--- src/rtl/pipelined_lookahead_pkg.sv ---
// Shared constants and configuration checks for the pipelined look-ahead adder.
//
// Contents:
//   MODE_ADD / MODE_SUB   : encodings of the Mode_In select
//   legal_block_width()   : true when the DATA_WIDTH / BLOCK_WIDTH pair is buildable
package pipelined_lookahead_pkg;

    localparam logic MODE_ADD = 1'b0;
    localparam logic MODE_SUB = 1'b1;

    // Block width must be 4, 8 or 16 and tile the operand width exactly.
    function automatic bit legal_block_width(input int data_width, input int block_width);
        return ((block_width == 4) || (block_width == 8) || (block_width == 16)) &&
               (data_width > 0) && ((data_width % block_width) == 0);
    endfunction

endpackage

--- src/rtl/lookahead_block.sv ---
// Combinational carry-look-ahead adder slice.
//
// Ports:
//   a, b  [BLOCK_WIDTH-1:0] : operand slices (b already inverted for subtract)
//   cin                     : carry into bit 0 of the slice
//   sum   [BLOCK_WIDTH-1:0] : slice sum
//   cout                    : carry out of the top bit of the slice
module lookahead_block #(
    parameter int BLOCK_WIDTH = 8
) (
    input  logic [BLOCK_WIDTH-1:0] a,
    input  logic [BLOCK_WIDTH-1:0] b,
    input  logic                   cin,
    output logic [BLOCK_WIDTH-1:0] sum,
    output logic                   cout
);

    logic [BLOCK_WIDTH-1:0] gen;
    logic [BLOCK_WIDTH-1:0] prop;
    logic [BLOCK_WIDTH:0]   carry;

    assign gen  = a & b;
    assign prop = a ^ b;

    // Each carry is built as a flat sum of products:
    //   c[i] = g[i-1] | p[i-1]g[i-2] | ... | p[i-1]..p[0]cin
    // so no carry depends on a previously computed carry bit.
    always_comb begin
        logic term;
        logic acc;
        carry    = '0;
        term     = 1'b0;
        acc      = 1'b0;
        carry[0] = cin;
        for (int i = 1; i <= BLOCK_WIDTH; i++) begin
            term = cin;
            for (int k = 0; k < i; k++) begin
                term = term & prop[k];
            end
            acc = term;
            for (int j = 0; j < i; j++) begin
                term = gen[j];
                for (int k = j + 1; k < i; k++) begin
                    term = term & prop[k];
                end
                acc = acc | term;
            end
            carry[i] = acc;
        end
    end

    assign sum  = prop ^ carry[BLOCK_WIDTH-1:0];
    assign cout = carry[BLOCK_WIDTH];

endmodule

--- src/rtl/pipelined_lookahead_adder.sv ---
// Pipelined add/subtract unit: one look-ahead block per pipeline stage.
//
// Ports:
//   Clock_In, Reset_In (sync, active-high)
//   Data_A_In, Data_B_In [DATA_WIDTH-1:0], Carry_In, Mode_In (0 add, 1 sub)
//   Valid_In / Ready_Out       : input handshake
//   Sum_Out, Carry_Out, Overflow_Out, Zero_Out : registered result flags
//   Valid_Out / Ready_In       : output handshake
//
// Handshake: a transfer happens on a rising edge where valid and ready are both
// high. The whole pipeline moves together on advance = Ready_In | ~Valid_Out;
// Ready_Out is advance, so an input is taken exactly when the pipe shifts and a
// held result stays stable until the consumer takes it.
module pipelined_lookahead_adder
    import pipelined_lookahead_pkg::*;
#(
    parameter int DATA_WIDTH  = 32,
    parameter int BLOCK_WIDTH = 8
) (
    input  logic                  Clock_In,
    input  logic                  Reset_In,
    input  logic [DATA_WIDTH-1:0] Data_A_In,
    input  logic [DATA_WIDTH-1:0] Data_B_In,
    input  logic                  Carry_In,
    input  logic                  Mode_In,
    input  logic                  Valid_In,
    output logic                  Ready_Out,
    output logic [DATA_WIDTH-1:0] Sum_Out,
    output logic                  Carry_Out,
    output logic                  Overflow_Out,
    output logic                  Zero_Out,
    output logic                  Valid_Out,
    input  logic                  Ready_In
);

    localparam int NUM_STAGES = DATA_WIDTH / BLOCK_WIDTH;

    if (!legal_block_width(DATA_WIDTH, BLOCK_WIDTH)) begin : g_bad_cfg
        $error("pipelined_lookahead_adder: illegal DATA_WIDTH/BLOCK_WIDTH combination");
    end

    logic                  advance;
    logic [DATA_WIDTH-1:0] eff_b;
    logic                  eff_cin;

    logic [DATA_WIDTH-1:0] sum_q;
    logic                  cout_q;
    logic                  ovf_q;
    logic                  zero_q;
    logic                  vout_q;

    assign advance   = Ready_In | ~vout_q;
    assign Ready_Out = advance;

    // Subtract is A + ~B + 1; the external carry-in only matters for add.
    assign eff_b   = (Mode_In == MODE_SUB) ? ~Data_B_In : Data_B_In;
    assign eff_cin = (Mode_In == MODE_SUB) ? 1'b1 : Carry_In;

    // Stage k adds slice k. Registers of stage k keep the operand bits still to
    // be added (above slice k), the finished low sum bits and the slice carry.
    // The last stage's registers are the module outputs.
    for (genvar k = 0; k < NUM_STAGES; k++) begin : g_stage
        localparam int IN_W = DATA_WIDTH - k * BLOCK_WIDTH;

        logic [IN_W-1:0]              src_a;
        logic [IN_W-1:0]              src_b;
        logic                         src_cin;
        logic                         src_valid;
        logic [(k+1)*BLOCK_WIDTH-1:0] done_next;
        logic [BLOCK_WIDTH-1:0]       blk_sum;
        logic                         blk_cout;

        lookahead_block #(
            .BLOCK_WIDTH (BLOCK_WIDTH)
        ) u_block (
            .a    (src_a[BLOCK_WIDTH-1:0]),
            .b    (src_b[BLOCK_WIDTH-1:0]),
            .cin  (src_cin),
            .sum  (blk_sum),
            .cout (blk_cout)
        );

        if (k == 0) begin : g_first
            assign src_a     = Data_A_In;
            assign src_b     = eff_b;
            assign src_cin   = eff_cin;
            assign src_valid = Valid_In;
            assign done_next = blk_sum;
        end else begin : g_next
            assign src_a     = g_stage[k-1].g_mid.a_q;
            assign src_b     = g_stage[k-1].g_mid.b_q;
            assign src_cin   = g_stage[k-1].g_mid.c_q;
            assign src_valid = g_stage[k-1].g_mid.v_q;
            assign done_next = {blk_sum, g_stage[k-1].g_mid.s_q};
        end

        if (k < NUM_STAGES - 1) begin : g_mid
            logic [IN_W-BLOCK_WIDTH-1:0]  a_q;
            logic [IN_W-BLOCK_WIDTH-1:0]  b_q;
            logic [(k+1)*BLOCK_WIDTH-1:0] s_q;
            logic                         c_q;
            logic                         v_q;

            always_ff @(posedge Clock_In) begin
                if (Reset_In) begin
                    v_q <= 1'b0;
                end else if (advance) begin
                    v_q <= src_valid;
                end
                if (advance) begin
                    a_q <= src_a[IN_W-1:BLOCK_WIDTH];
                    b_q <= src_b[IN_W-1:BLOCK_WIDTH];
                    s_q <= done_next;
                    c_q <= blk_cout;
                end
            end
        end else begin : g_last
            // Top slice holds the operand MSBs, so the overflow and zero flags
            // are formed here and registered with the sum.
            always_ff @(posedge Clock_In) begin
                if (Reset_In) begin
                    vout_q <= 1'b0;
                    sum_q  <= '0;
                    cout_q <= 1'b0;
                    ovf_q  <= 1'b0;
                    zero_q <= 1'b0;
                end else if (advance) begin
                    vout_q <= src_valid;
                    sum_q  <= done_next;
                    cout_q <= blk_cout;
                    ovf_q  <= (src_a[IN_W-1] == src_b[IN_W-1]) &&
                              (blk_sum[BLOCK_WIDTH-1] != src_a[IN_W-1]);
                    zero_q <= (done_next == '0);
                end
            end
        end
    end

    assign Sum_Out      = sum_q;
    assign Carry_Out    = cout_q;
    assign Overflow_Out = ovf_q;
    assign Zero_Out     = zero_q;
    assign Valid_Out    = vout_q;

endmodule

--- config.mk ---
export PLATFORM = sky130hd
export DESIGN_NAME = pipelined_lookahead_adder
export DESIGN_NICKNAME = d
export VERILOG_FILES = /design/src/rtl/pipelined_lookahead_pkg.sv /design/src/rtl/lookahead_block.sv /design/src/rtl/pipelined_lookahead_adder.sv
export SDC_FILE = /design/constraint.sdc
export NUM_CORES = 1
export LEC_CHECK = 0
export ABC_AREA = 0
export CORE_ASPECT_RATIO = 1.2
export CORE_MARGIN = 3
export CORE_UTILIZATION = 45
export DETAILED_ROUTE_END_ITERATION = 6
export PLACE_DENSITY_LB_ADDON = 0.25
export SLEW_MARGIN = 20
export SYNTH_ARGS = -nofsm -noshare
export SYNTH_HDL_FRONTEND = slang
export SYNTH_SLANG_ARGS = --single-unit
--- constraint.sdc ---
create_clock -name Clock_In -period 5.8 [get_ports Clock_In]
set_input_delay 0.58 -clock Clock_In [delete_from_list [all_inputs] [get_ports Clock_In]]
set_output_delay 0.58 -clock Clock_In [all_outputs]
set_load 0.1 [all_outputs]
==> results by group, run 1 <==
Run status
  – Run status: complete, no violations

Worst setup path
  – CP Capture Type: output pin
  – Critical path class: in -> out
  – Endpoint of the most critical register-to-register path: g_stage[0].g_mid.a_q[11]$_DFFE_PP_
  – Cell count of the worst reg-to-reg path: 4
  – Critical path peak fanout: 110
  – Largest stage delay on the critical path: 1.28 ns
  – Worst path most repeated cell: sky130_fd_sc_hd__clkdlybuf4s50_1
  – Startpoint Class: input pin
  – Cell-by-cell listing of the critical path: clkdlybuf4s50_1, nor2b_2, buf_4, inv_6, clkdlybuf4s50_1
  – Data required time of the critical path: 5.22 ns
  – Gate family responsible for the most delay along the worst path: buffers and inverters
  – Slowest cell on crit path: sky130_fd_sc_hd__clkdlybuf4s50_1
  – Reg2reg start: Valid_Out$_SDFFE_PP0P_
  – Buf+Inv Stages, Crit Path: 4
  – Endpoint arrival time on the critical path: 3.33 ns
  – Internal reg-to-reg setup slack: 3.19 ns

STA
  – Tightest Pin Transition: 0.982 ns
  – Final WS setup: 1.89 ns
  – Worst hold-check slack: 0.415 ns
  – Total negative slack for setup checks: 0 ns
  – Worst Skew: 0.00621 ns
  – Max-slew headroom: 34.4%
  – Final critical path time including I/O delays and setup: 3.91 ns
  – Maximum achievable frequency: 0.256 GHz
  – Total setup violations reported at the end of the flow: 0
  – Period Utilization, post-route: 67.4%
  – Final count of hold timing violations: 0
  – RSZ-0062 raised after global routing: false
  – Final number of max-transition violations: 0

Synthesis
  – Mapped Nets: 626
  – Post-synth cell types: 40
  – Post-synthesis average cell area: 14.2 µm²
  – Async SR Flop Fraction: 0%
  – Total standard cell area after synthesis: 7340 µm²
  – Number of synthesized register bits: 186
  – Number of warnings printed during yosys synthesis: 0
  – Ys flop type: sky130_fd_sc_hd__edfxtp_1
  – Number of enable flip-flop cells after synthesis: 147
  – Number of cells produced by synthesis: 516
  – Share of the yosys chip area belonging to registers: 70.8%

Die
  – Initial core utilization: 46.6%
  – Vertical extent of the die: 146 µm
  – Number of primary I/O pins: 107
  – Area of the die: 17900 µm²
  – DIE WIDTH: 123 µm
  – Core area: 15800 µm²
  – FP Rows: 50

Min path
  – Capture endpoint of the worst hold path: g_stage[2].g_mid.s_q[13]$_DFFE_PP_
  – Worst min-delay path startpoint: g_stage[1].g_mid.s_q[13]$_DFFE_PP_
  – Number of stages on the worst hold path: 0
  – Worst min-delay path class: reg -> reg

Placed design
  – Count of buffers inserted at the top-level ports: 106
  – Routability congestion estimate from global placement: 0.780
  – Placement-stage worst setup slack: 1.87 ns
  – DP HPWL: 8050 µm

Clocking
  – Post-cts sizing count: 0
  – Clk_lat worst skew: 0.41 ns
  – Setup Fix Bufs, Post-CTS: 0
  – Clk sinks: 186
  – Buffer type at the clock tree root: sky130_fd_sc_hd__clkbuf_16
  – Count of H-tree levels built during CTS: 4
  – Worst-path clk slew: 0.07 ns
  – Clock buffer depth: 2
  – Number of buffers inserted for hold repair after clock tree synthesis: 0
  – CTS buffer count: 17
  – CTS tree: done

Global route
  – Gr ovfl total: 0
  – Maximum number of pins on one net before global-route repair: 111
  – Global-route wire length before repair: 19100 µm
  – Number of global-route vias before repair: 4019
  – Tot GR Track Use: 13.5%
  – Number of antenna violations at the first check in global routing: 0

Layout
  – Fill cell total of the finished layout: 1275
  – Antenna Cells: 0
  – Final layout net count: 737
  – Area used by sequential logic in the layout: 5190 µm²
  – Area used by multi-input combinational logic: 2050 µm²
  – Synthesis-to-layout area growth: 25.4%
  – Ratio of cells with drive above 1 in the final layout: 5.94%

Routing
  – Routed length per instance: 13.5 µm
  – Antenna Nets Post-Route: 0
  – Total length of routed met2 wires: 5290 µm
  – DRT met1 WL: 5450 µm
  – Final routed DRC violation total: 0
  – Number of detailed-routing iterations run before antenna repair: 5
  – Number of vias per cell: 4.86
  – Vias: 4119
  – Met3 routed wirelength: 534 µm
  – Routed Wire Length: 11500 µm
  – Violation count after the first detailed-routing iteration: 309
  – Uppermost layer routed: met4

Power
  – Worst IR Drop VDD: 0.212 mV
  – Static Leak: 0.00353 µW
  – Power density of the placed cells: 403 nW/µm²

Run
  – Max-capacitance violation count: 0
-- sequential cells by signal (all words and copies together), names as in the netlist --
register / cells
Carry_Out: 1
Overflow_Out: 1
Sum_Out: 32
Valid_Out: 1
Zero_Out: 1
g_stage.g_mid.a_q: 48
g_stage.g_mid.b_q: 48
g_stage.g_mid.c_q: 3
g_stage.g_mid.s_q: 48
g_stage.g_mid.v_q: 3
-- layout by cell type (no fill, tap or decap), types with 3 or more instances in the layout --
cell type	count
sky130_fd_sc_hd__a211oi_1	4
sky130_fd_sc_hd__a21boi_0	3
sky130_fd_sc_hd__a21oi_1	40
sky130_fd_sc_hd__buf_4	3
sky130_fd_sc_hd__bufinv_16	3
sky130_fd_sc_hd__clkbuf_16	17
sky130_fd_sc_hd__clkdlybuf4s50_1	105
sky130_fd_sc_hd__clkinv_1	4
sky130_fd_sc_hd__dfxtp_1	39
sky130_fd_sc_hd__edfxtp_1	147
sky130_fd_sc_hd__fa_1	4
sky130_fd_sc_hd__ha_1	36
sky130_fd_sc_hd__inv_1	8
sky130_fd_sc_hd__nand2_1	76
sky130_fd_sc_hd__nand3_1	8
sky130_fd_sc_hd__nor2_1	26
sky130_fd_sc_hd__nor3_1	9
sky130_fd_sc_hd__nor4_1	6
sky130_fd_sc_hd__o211ai_1	4
sky130_fd_sc_hd__o21a_1	6
sky130_fd_sc_hd__o21ai_0	6
sky130_fd_sc_hd__o21bai_1	3
sky130_fd_sc_hd__xnor2_1	14
sky130_fd_sc_hd__xor2_1	36
-- cells in the mapped netlist, types with 2 or more instances --
library cell / number / share of area, %
sky130_fd_sc_hd__edfxtp_1: 147 / 60
sky130_fd_sc_hd__nand2_1: 76 / 3.9
sky130_fd_sc_hd__a21oi_1: 40 / 2.7
sky130_fd_sc_hd__dfxtp_1: 39 / 11
sky130_fd_sc_hd__ha_1: 36 / 6.1
sky130_fd_sc_hd__xor2_1: 36 / 4.3
sky130_fd_sc_hd__nor2_1: 26 / 1.3
sky130_fd_sc_hd__xnor2_1: 14 / 1.7
sky130_fd_sc_hd__clkbuf_1: 13 / 0.66
sky130_fd_sc_hd__inv_1: 9 / 0.46
sky130_fd_sc_hd__nor3_1: 9 / 0.61
sky130_fd_sc_hd__nand3_1: 8 / 0.55
sky130_fd_sc_hd__nor4_1: 6 / 0.51
sky130_fd_sc_hd__o21a_1: 6 / 0.61
sky130_fd_sc_hd__o21ai_0: 6 / 0.41
sky130_fd_sc_hd__a211oi_1: 4 / 0.41
sky130_fd_sc_hd__buf_1: 4 / 0.20
sky130_fd_sc_hd__fa_1: 4 / 1.1
sky130_fd_sc_hd__o211ai_1: 4 / 0.41
sky130_fd_sc_hd__a21boi_0: 3 / 0.31
sky130_fd_sc_hd__o21bai_1: 3 / 0.31
sky130_fd_sc_hd__a2111oi_0: 2 / 0.24
sky130_fd_sc_hd__a21o_1: 2 / 0.20
sky130_fd_sc_hd__nand3b_1: 2 / 0.20
sky130_fd_sc_hd__nor2b_1: 2 / 0.17
-- cell type report --
cell class              count  area share (%)
well taps                 208            2.83
flip-flops and latches    186            56.4
clock buffers              18            4.66
multi-input cells         304            22.3
repair buffers            109            11.7
inverters                   9           0.421
clock inverters            14            1.67
-- power by group --
group / internal (µW) / switching [µW]
logic: 253 / 539
registers: 1690 / 96.9
clock network: 671 / 451
total: 2620 / 1090
-- worst max path at each step --
stage	start	end	slack, ns	depth (start not counted)
final	Ready_In	Ready_Out	1.89	5
after global routing	Ready_In	Ready_Out	1.75	5
after global placement	Ready_In	Ready_Out	1.92	5
after detailed placement	Ready_In	Ready_Out	1.87	5
after floorplan	Valid_Out$_SDFFE_PP0P_	Ready_Out	1.44	4
after CTS	Ready_In	Ready_Out	1.87	5
-- metrics by stage --
stage | std cells | cell area [µm²] | util (%) | total power, µW
2_1_floorplan | 516 | 7350 | - | 2380
3_3_place_gp | 816 | 8620 | 54.7 | 2590
3_5_place_dp | 816 | 8620 | 54.7 | 2610
4_1_cts | 848 | 9210 | 58.4 | 3740
5_1_grt | 848 | 9210 | 58.4 | 3880
6_report | 848 | 9210 | 58.4 | 3710
-- per-layer routing --
metal / up-vias / track usage [%]
met5: - / 0
met4: 0 / 6.22
met3: 18 / 2.84
met2: 129 / 19.8
met1: 1884 / 19.4
li1: 2088 / -
-- cells by family after synthesis --
family | share of synthesized area (%)
AOI/OAI and AO/OA | 6.70
xor gates and xnor gates | 5.97
adders and majority gates | 7.23
buffers and inverters | 1.33
DFF | 70.8
and+or+nand+nor | 8.01
Power figures use the tool's default switching activity.
==> inputs of run 2 (changes only) <==
==> constraint.sdc (replaced) <==
create_clock -name Clock_In -period 3.6 [get_ports Clock_In]
set_input_delay 0.36 -clock Clock_In [delete_from_list [all_inputs] [get_ports Clock_In]]
set_output_delay 0.36 -clock Clock_In [all_outputs]
set_load 0.1 [all_outputs]
==> results by group, run 2 (synthesis gave the netlist of run 1 again) <==
Run status
  – Run status: complete, no violations

STA
  – Total negative slack for setup checks: 0 ns
  – Total setup violations reported at the end of the flow: 0
  – Final number of max-transition violations: 0
  – Worst Skew: 0.0128 ns
  – Final WS setup: 1.04 ns
  – Period Utilization, post-route: 71.1%
  – Max-slew headroom: 34.6%
  – Final critical path time including I/O delays and setup: 2.56 ns
  – Tightest Pin Transition: 0.978 ns
  – Final count of hold timing violations: 0
  – Maximum achievable frequency: 0.390 GHz
  – Worst hold-check slack: 0.416 ns
  – RSZ-0062 raised after global routing: false

Power
  – Internal cell power: 4160 µW
  – Flop pwr share: 48.4%
  – Static Leak: 0.00352 µW
  – Power density of the placed cells: 647 nW/µm²
  – Worst IR Drop VDD: 0.320 mV
  – Clock Power Share: 30.1%
  – Relative contribution of combinational cells to total power: 21.5%
  – Switching power total: 1800 µW
  – Net switching share of the total power: 30.2%

Placed design
  – Placement-stage worst setup slack: 0.799 ns
  – Routability congestion estimate from global placement: 0.820
  – Count of buffers inserted at the top-level ports: 106
  – Dpl cells: 817
  – DP HPWL: 8340 µm

Layout
  – Largest registers ranked by flip-flop count: g_stage.g_mid.a_q (48), g_stage.g_mid.b_q (48), g_stage.g_mid.s_q (48)
  – Most common library cell in the layout ignoring fill and taps: sky130_fd_sc_hd__edfxtp_1
  – Synthesis-to-layout area growth: 25.5%
  – Antenna Cells: 0
  – Cell Count, Final, Fillers Out: 849
  – Commonest non-fill, non-tap cells in the layout: sky130_fd_sc_hd__edfxtp_1, sky130_fd_sc_hd__clkdlybuf4s50_1, sky130_fd_sc_hd__nand2_1
  – Ratio of cells with drive above 1 in the final layout: 6.71%
  – Final layout net count: 738
  – Final design utilization: 58.5%

Clocking
  – Number of buffers inserted for hold repair after clock tree synthesis: 0
  – CTS buffer count: 17
  – Worst-path clk slew: 0.07 ns
  – Count of H-tree levels built during CTS: 4
  – Buffer type at the clock tree root: sky130_fd_sc_hd__clkbuf_16
  – Post-cts sizing count: 0
  – Clock buffer depth: 2
  – Setup Fix Bufs, Post-CTS: 0
  – Clk_lat worst skew: 0.42 ns
  – CTS tree: done
  – Clk sinks: 186

Die
  – FP Rows: 50
  – Area of the die: 17900 µm²
  – Core area: 15800 µm²
  – Number of primary I/O pins: 107
  – DIE WIDTH: 123 µm
  – Vertical extent of the die: 146 µm
  – Initial core utilization: 46.6%

Worst setup path
  – Slowest cell on crit path: sky130_fd_sc_hd__a2111oi_0
  – Cell-by-cell listing of the critical path: ha_1, ha_1, o21ai_2, a2111oi_0, o21ai_0, o31a_1, o41ai_2
  – Startpoint Class: flip-flop
  – Cell count of the worst reg-to-reg path: 7
  – Critical path peak fanout: 4
  – Worst path most repeated cell: sky130_fd_sc_hd__ha_1
  – Endpoint arrival time on the critical path: 2.89 ns
  – Data required time of the critical path: 3.93 ns
  – Critical path capture point: Zero_Out$_SDFFE_PP0P_
  – Endpoint of the most critical register-to-register path: Zero_Out$_SDFFE_PP0P_
  – Buf+Inv Stages, Crit Path: 0
  – CP Capture Type: flip-flop
  – Gate family responsible for the most delay along the worst path: compound AO/OA/AOI/OAI gates
  – Largest stage delay on the critical path: 0.77 ns
  – Depth of the critical timing path with buffers and inverters included: 7
  – Critical path class: reg -> reg
  – Launch point of the critical path: g_stage[2].g_mid.a_q[0]$_DFFE_PP_
  – Internal reg-to-reg setup slack: 1.04 ns
  – Reg2reg start: g_stage[2].g_mid.a_q[0]$_DFFE_PP_

Routing
  – Violation count after the first detailed-routing iteration: 346
  – Routed Wire Length: 12000 µm
  – Antenna Nets Post-Route: 0
  – Routed length per instance: 14.1 µm
  – Final routed DRC violation total: 0
  – Number of detailed-routing iterations run before antenna repair: 4
  – Number of vias per cell: 4.89
  – Vias: 4154

Global route
  – Gr ovfl total: 0
  – Tot GR Track Use: 14.1%
  – Number of antenna violations at the first check in global routing: 0
  – Maximum number of pins on one net before global-route repair: 147
  – Global-route wire length before repair: 19600 µm
  – Number of global-route vias before repair: 4111

Run
  – Max-capacitance violation count: 0

Min path
  – Worst min-delay path class: reg -> reg
==> run 2: changes by cell type in the layout (fill, tap and decap cells not counted), moves of 2 or more <==
| cell | previous run | this run |
|---|---|---|
| sky130_fd_sc_hd__clkinvlp_4 | 1 | 5 |
| sky130_fd_sc_hd__clkinv_1 | 4 | 1 |
| sky130_fd_sc_hd__inv_6 | 2 | 5 |
| sky130_fd_sc_hd__clkinv_4 | 2 | 0 |
==> run 2: routing by layer <==
layer | vias up | track usage [%] | wire length (µm)
li1 | 2087 | - | -
met1 | 1955 | 18.3 | 5520
met2 | 102 | 22.3 | 5690
met3 | 10 | 3.97 | 570
met4 | 0 | 5.60 | 165
met5 | - | 0 | 0
==> run 2: how the worst min path moves through the flow <==
stage                     cells past startpoint                                from  slack [ns]                                  to
after floorplan                               0   g_stage[0].g_mid.a_q[8]$_DFFE_PP_        0.40   g_stage[1].g_mid.a_q[0]$_DFFE_PP_
after global placement                        0  g_stage[1].g_mid.s_q[15]$_DFFE_PP_        0.40  g_stage[2].g_mid.s_q[15]$_DFFE_PP_
after detailed placement                      0  g_stage[0].g_mid.a_q[20]$_DFFE_PP_        0.40  g_stage[1].g_mid.a_q[12]$_DFFE_PP_
after CTS                                     0  g_stage[0].g_mid.a_q[19]$_DFFE_PP_        0.42  g_stage[1].g_mid.a_q[11]$_DFFE_PP_
after global routing                          0  g_stage[0].g_mid.a_q[14]$_DFFE_PP_        0.42   g_stage[1].g_mid.a_q[6]$_DFFE_PP_
final                                         0  g_stage[0].g_mid.a_q[19]$_DFFE_PP_        0.42  g_stage[1].g_mid.a_q[11]$_DFFE_PP_
==> run 2: final cells by class <==
type,count,area [µm²]
inverter,9,38.8
tap,208,260
clock inverter,14,146
timing repair buffer,110,1100
clock buffer,18,429
fill,1268,6550
multi-input combinational,304,2050
sequential,186,5190
==> run 2: power groups by stage <==
stage          sequential, µW  clock (µW)  combinational [µW]
2_1_floorplan            3410           0                 416
3_3_place_gp             2920           0                1260
3_5_place_dp             2940           0                1280
4_1_cts                  2890        1840                1290
5_1_grt                  2930        1950                1370
6_report                 2890        1800                1280
==> run 2: per-stage QoR <==
step / total power [µW] / cell area [µm²]
floorplan: 3830 / 7340
global placement: 4180 / 8640
detailed placement: 4220 / 8640
CTS: 6020 / 9220
global route: 6250 / 9220
finish: 5960 / 9220
==> inputs of run 3 (changes only) <==
==> constraint.sdc (replaced) <==
create_clock -name Clock_In -period 2.54 [get_ports Clock_In]
set_input_delay 0.254 -clock Clock_In [delete_from_list [all_inputs] [get_ports Clock_In]]
set_output_delay 0.254 -clock Clock_In [all_outputs]
set_load 0.1 [all_outputs]
==> results by group, run 3 (synthesis gave the netlist of run 1 again) <==
Run status
  – Run status: complete, no violations

Power
  – Static Leak: 0.00364 µW
  – Power density of the placed cells: 934 nW/µm²
  – Flop pwr share: 47.6%
  – Net switching share of the total power: 29.3%
  – Clock Power Share: 31.7%
  – Internal cell power: 6080 µW
  – Relative contribution of combinational cells to total power: 20.7%
  – Switching power total: 2520 µW
  – Worst IR Drop VDD: 0.510 mV

STA
  – Final count of hold timing violations: 0
  – Max-slew headroom: 47.9%
  – Tightest Pin Transition: 0.781 ns
  – RSZ-0062 raised after global routing: false
  – Worst Skew: 0.00744 ns
  – Total setup violations reported at the end of the flow: 0
  – Final number of max-transition violations: 0
  – Final critical path time including I/O delays and setup: 2.29 ns
  – Maximum achievable frequency: 0.437 GHz
  – Period Utilization, post-route: 90.1%
  – Worst hold-check slack: 0.378 ns

Layout
  – Largest registers ranked by flip-flop count: g_stage.g_mid.a_q (48), g_stage.g_mid.b_q (48), g_stage.g_mid.s_q (48)
  – Ratio of cells with drive above 1 in the final layout: 12.6%
  – Most common library cell in the layout ignoring fill and taps: sky130_fd_sc_hd__edfxtp_1
  – Final design utilization: 58.4%
  – Synthesis-to-layout area growth: 25.4%
  – Commonest non-fill, non-tap cells in the layout: sky130_fd_sc_hd__edfxtp_1, sky130_fd_sc_hd__nand2_1, sky130_fd_sc_hd__clkdlybuf4s50_1
  – Final layout net count: 740
  – Antenna Cells: 0

Routing
  – Routed Wire Length: 12500 µm
  – Routed length per instance: 14.7 µm
  – Violation count after the first detailed-routing iteration: 326
  – Number of detailed-routing iterations run before antenna repair: 4
  – Final routed DRC violation total: 0
  – Vias: 4212
  – Antenna Nets Post-Route: 0
  – Number of vias per cell: 4.95

Worst setup path
  – Buf+Inv Stages, Crit Path: 0
  – Cell count of the worst reg-to-reg path: 6
  – Slowest cell on crit path: sky130_fd_sc_hd__fa_1
  – Cell-by-cell listing of the critical path: fa_1, nor4_1, nand3_1, nor3_1, or4b_1, o41ai_2
  – Endpoint arrival time on the critical path: 2.62 ns
  – Critical path peak fanout: 2
  – Startpoint Class: flip-flop
  – Data required time of the critical path: 2.87 ns
  – Depth of the critical timing path with buffers and inverters included: 6
  – Critical path class: reg -> reg
  – Gate family responsible for the most delay along the worst path: simple AND/OR/NAND/NOR gates
  – CP Capture Type: flip-flop
  – Largest stage delay on the critical path: 0.54 ns

Die
  – Area of the die: 17900 µm²
  – Vertical extent of the die: 146 µm
  – Number of primary I/O pins: 107
  – Initial core utilization: 46.6%
  – Core area: 15800 µm²
  – DIE WIDTH: 123 µm
  – FP Rows: 50

Clocking
  – Number of buffers inserted for hold repair after clock tree synthesis: 0
  – Worst-path clk slew: 0.07 ns
  – Post-cts sizing count: 0
  – CTS tree: done
  – Count of H-tree levels built during CTS: 4
  – Clk_lat worst skew: 0.43 ns
  – Clk sinks: 186
  – CTS buffer count: 17
  – Clock buffer depth: 2
  – Buffer type at the clock tree root: sky130_fd_sc_hd__clkbuf_16
  – Setup Fix Bufs, Post-CTS: 0

Min path
  – Worst min-delay path class: in -> reg
  – Number of stages on the worst hold path: 1

Placed design
  – Routability congestion estimate from global placement: 0.794
  – DP HPWL: 8650 µm
  – Count of buffers inserted at the top-level ports: 106

Global route
  – Gr ovfl total: 0
  – Number of global-route vias before repair: 4247
  – Maximum number of pins on one net before global-route repair: 95
  – Number of antenna violations at the first check in global routing: 0
  – Global-route wire length before repair: 20100 µm
  – Tot GR Track Use: 14.6%

Run
  – Max-capacitance violation count: 0
## run 3: per-stage QoR
stage	worst slack [ns]	power (µW)	setup TNS (ns)	std cells	instance area, µm²
2_1_floorplan	0.0750	5430	0	516	7350
3_3_place_gp	-0.0148	5880	-0.0236	819	8580
3_5_place_dp	-0.148	5940	-0.322	819	8580
4_1_cts	0.150	8690	0	851	9200
5_1_grt	0.0494	8970	0	851	9210
6_report	0.251	8600	0	851	9210
## run 3: path summary, 6_finish.rpt
path	endpoint	from	slack (ns)
max	Zero_Out$_SDFFE_PP0P_	g_stage[2].g_mid.a_q[0]$_DFFE_PP_	0.25
min	g_stage[0].g_mid.a_q[4]$_DFFE_PP_	Data_A_In[12]	0.38
max reg2reg	Zero_Out$_SDFFE_PP0P_	g_stage[2].g_mid.a_q[0]$_DFFE_PP_	0.25
min reg2reg	g_stage[2].g_mid.a_q[6]$_DFFE_PP_	g_stage[1].g_mid.a_q[14]$_DFFE_PP_	0.42
## run 3: layer usage
metal	vias to the layer above	part of all wire [%]	global-route usage, %
met1	2006	40	16.4
met2	90	53	25.3
li1	2096	-	-
met4	0	2.4	7.28
met3	20	5.3	3.97
met5	-	0	0
## run 3: layout make-up
| class | count | area (µm²) |
|---|---|---|
| tap | 208 | 260 |
| clock inverter | 12 | 171 |
| sequential | 186 | 5190 |
| multi-input combinational | 304 | 2060 |
| fill | 1321 | 6560 |
| timing repair buffer | 112 | 1040 |
| inverter | 9 | 38.8 |
| clock buffer | 20 | 447 |
## run 3: power by group through the flow
| stage | sequential, µW | clock, µW | combinational, µW |
|---|---|---|---|
| CTS | 4100 | 2800 | 1790 |
| floorplan | 4840 | 0 | 590 |
| global placement | 4130 | 0 | 1750 |
| finish | 4090 | 2730 | 1780 |
| detailed placement | 4160 | 0 | 1780 |
| global route | 4150 | 2920 | 1900 |
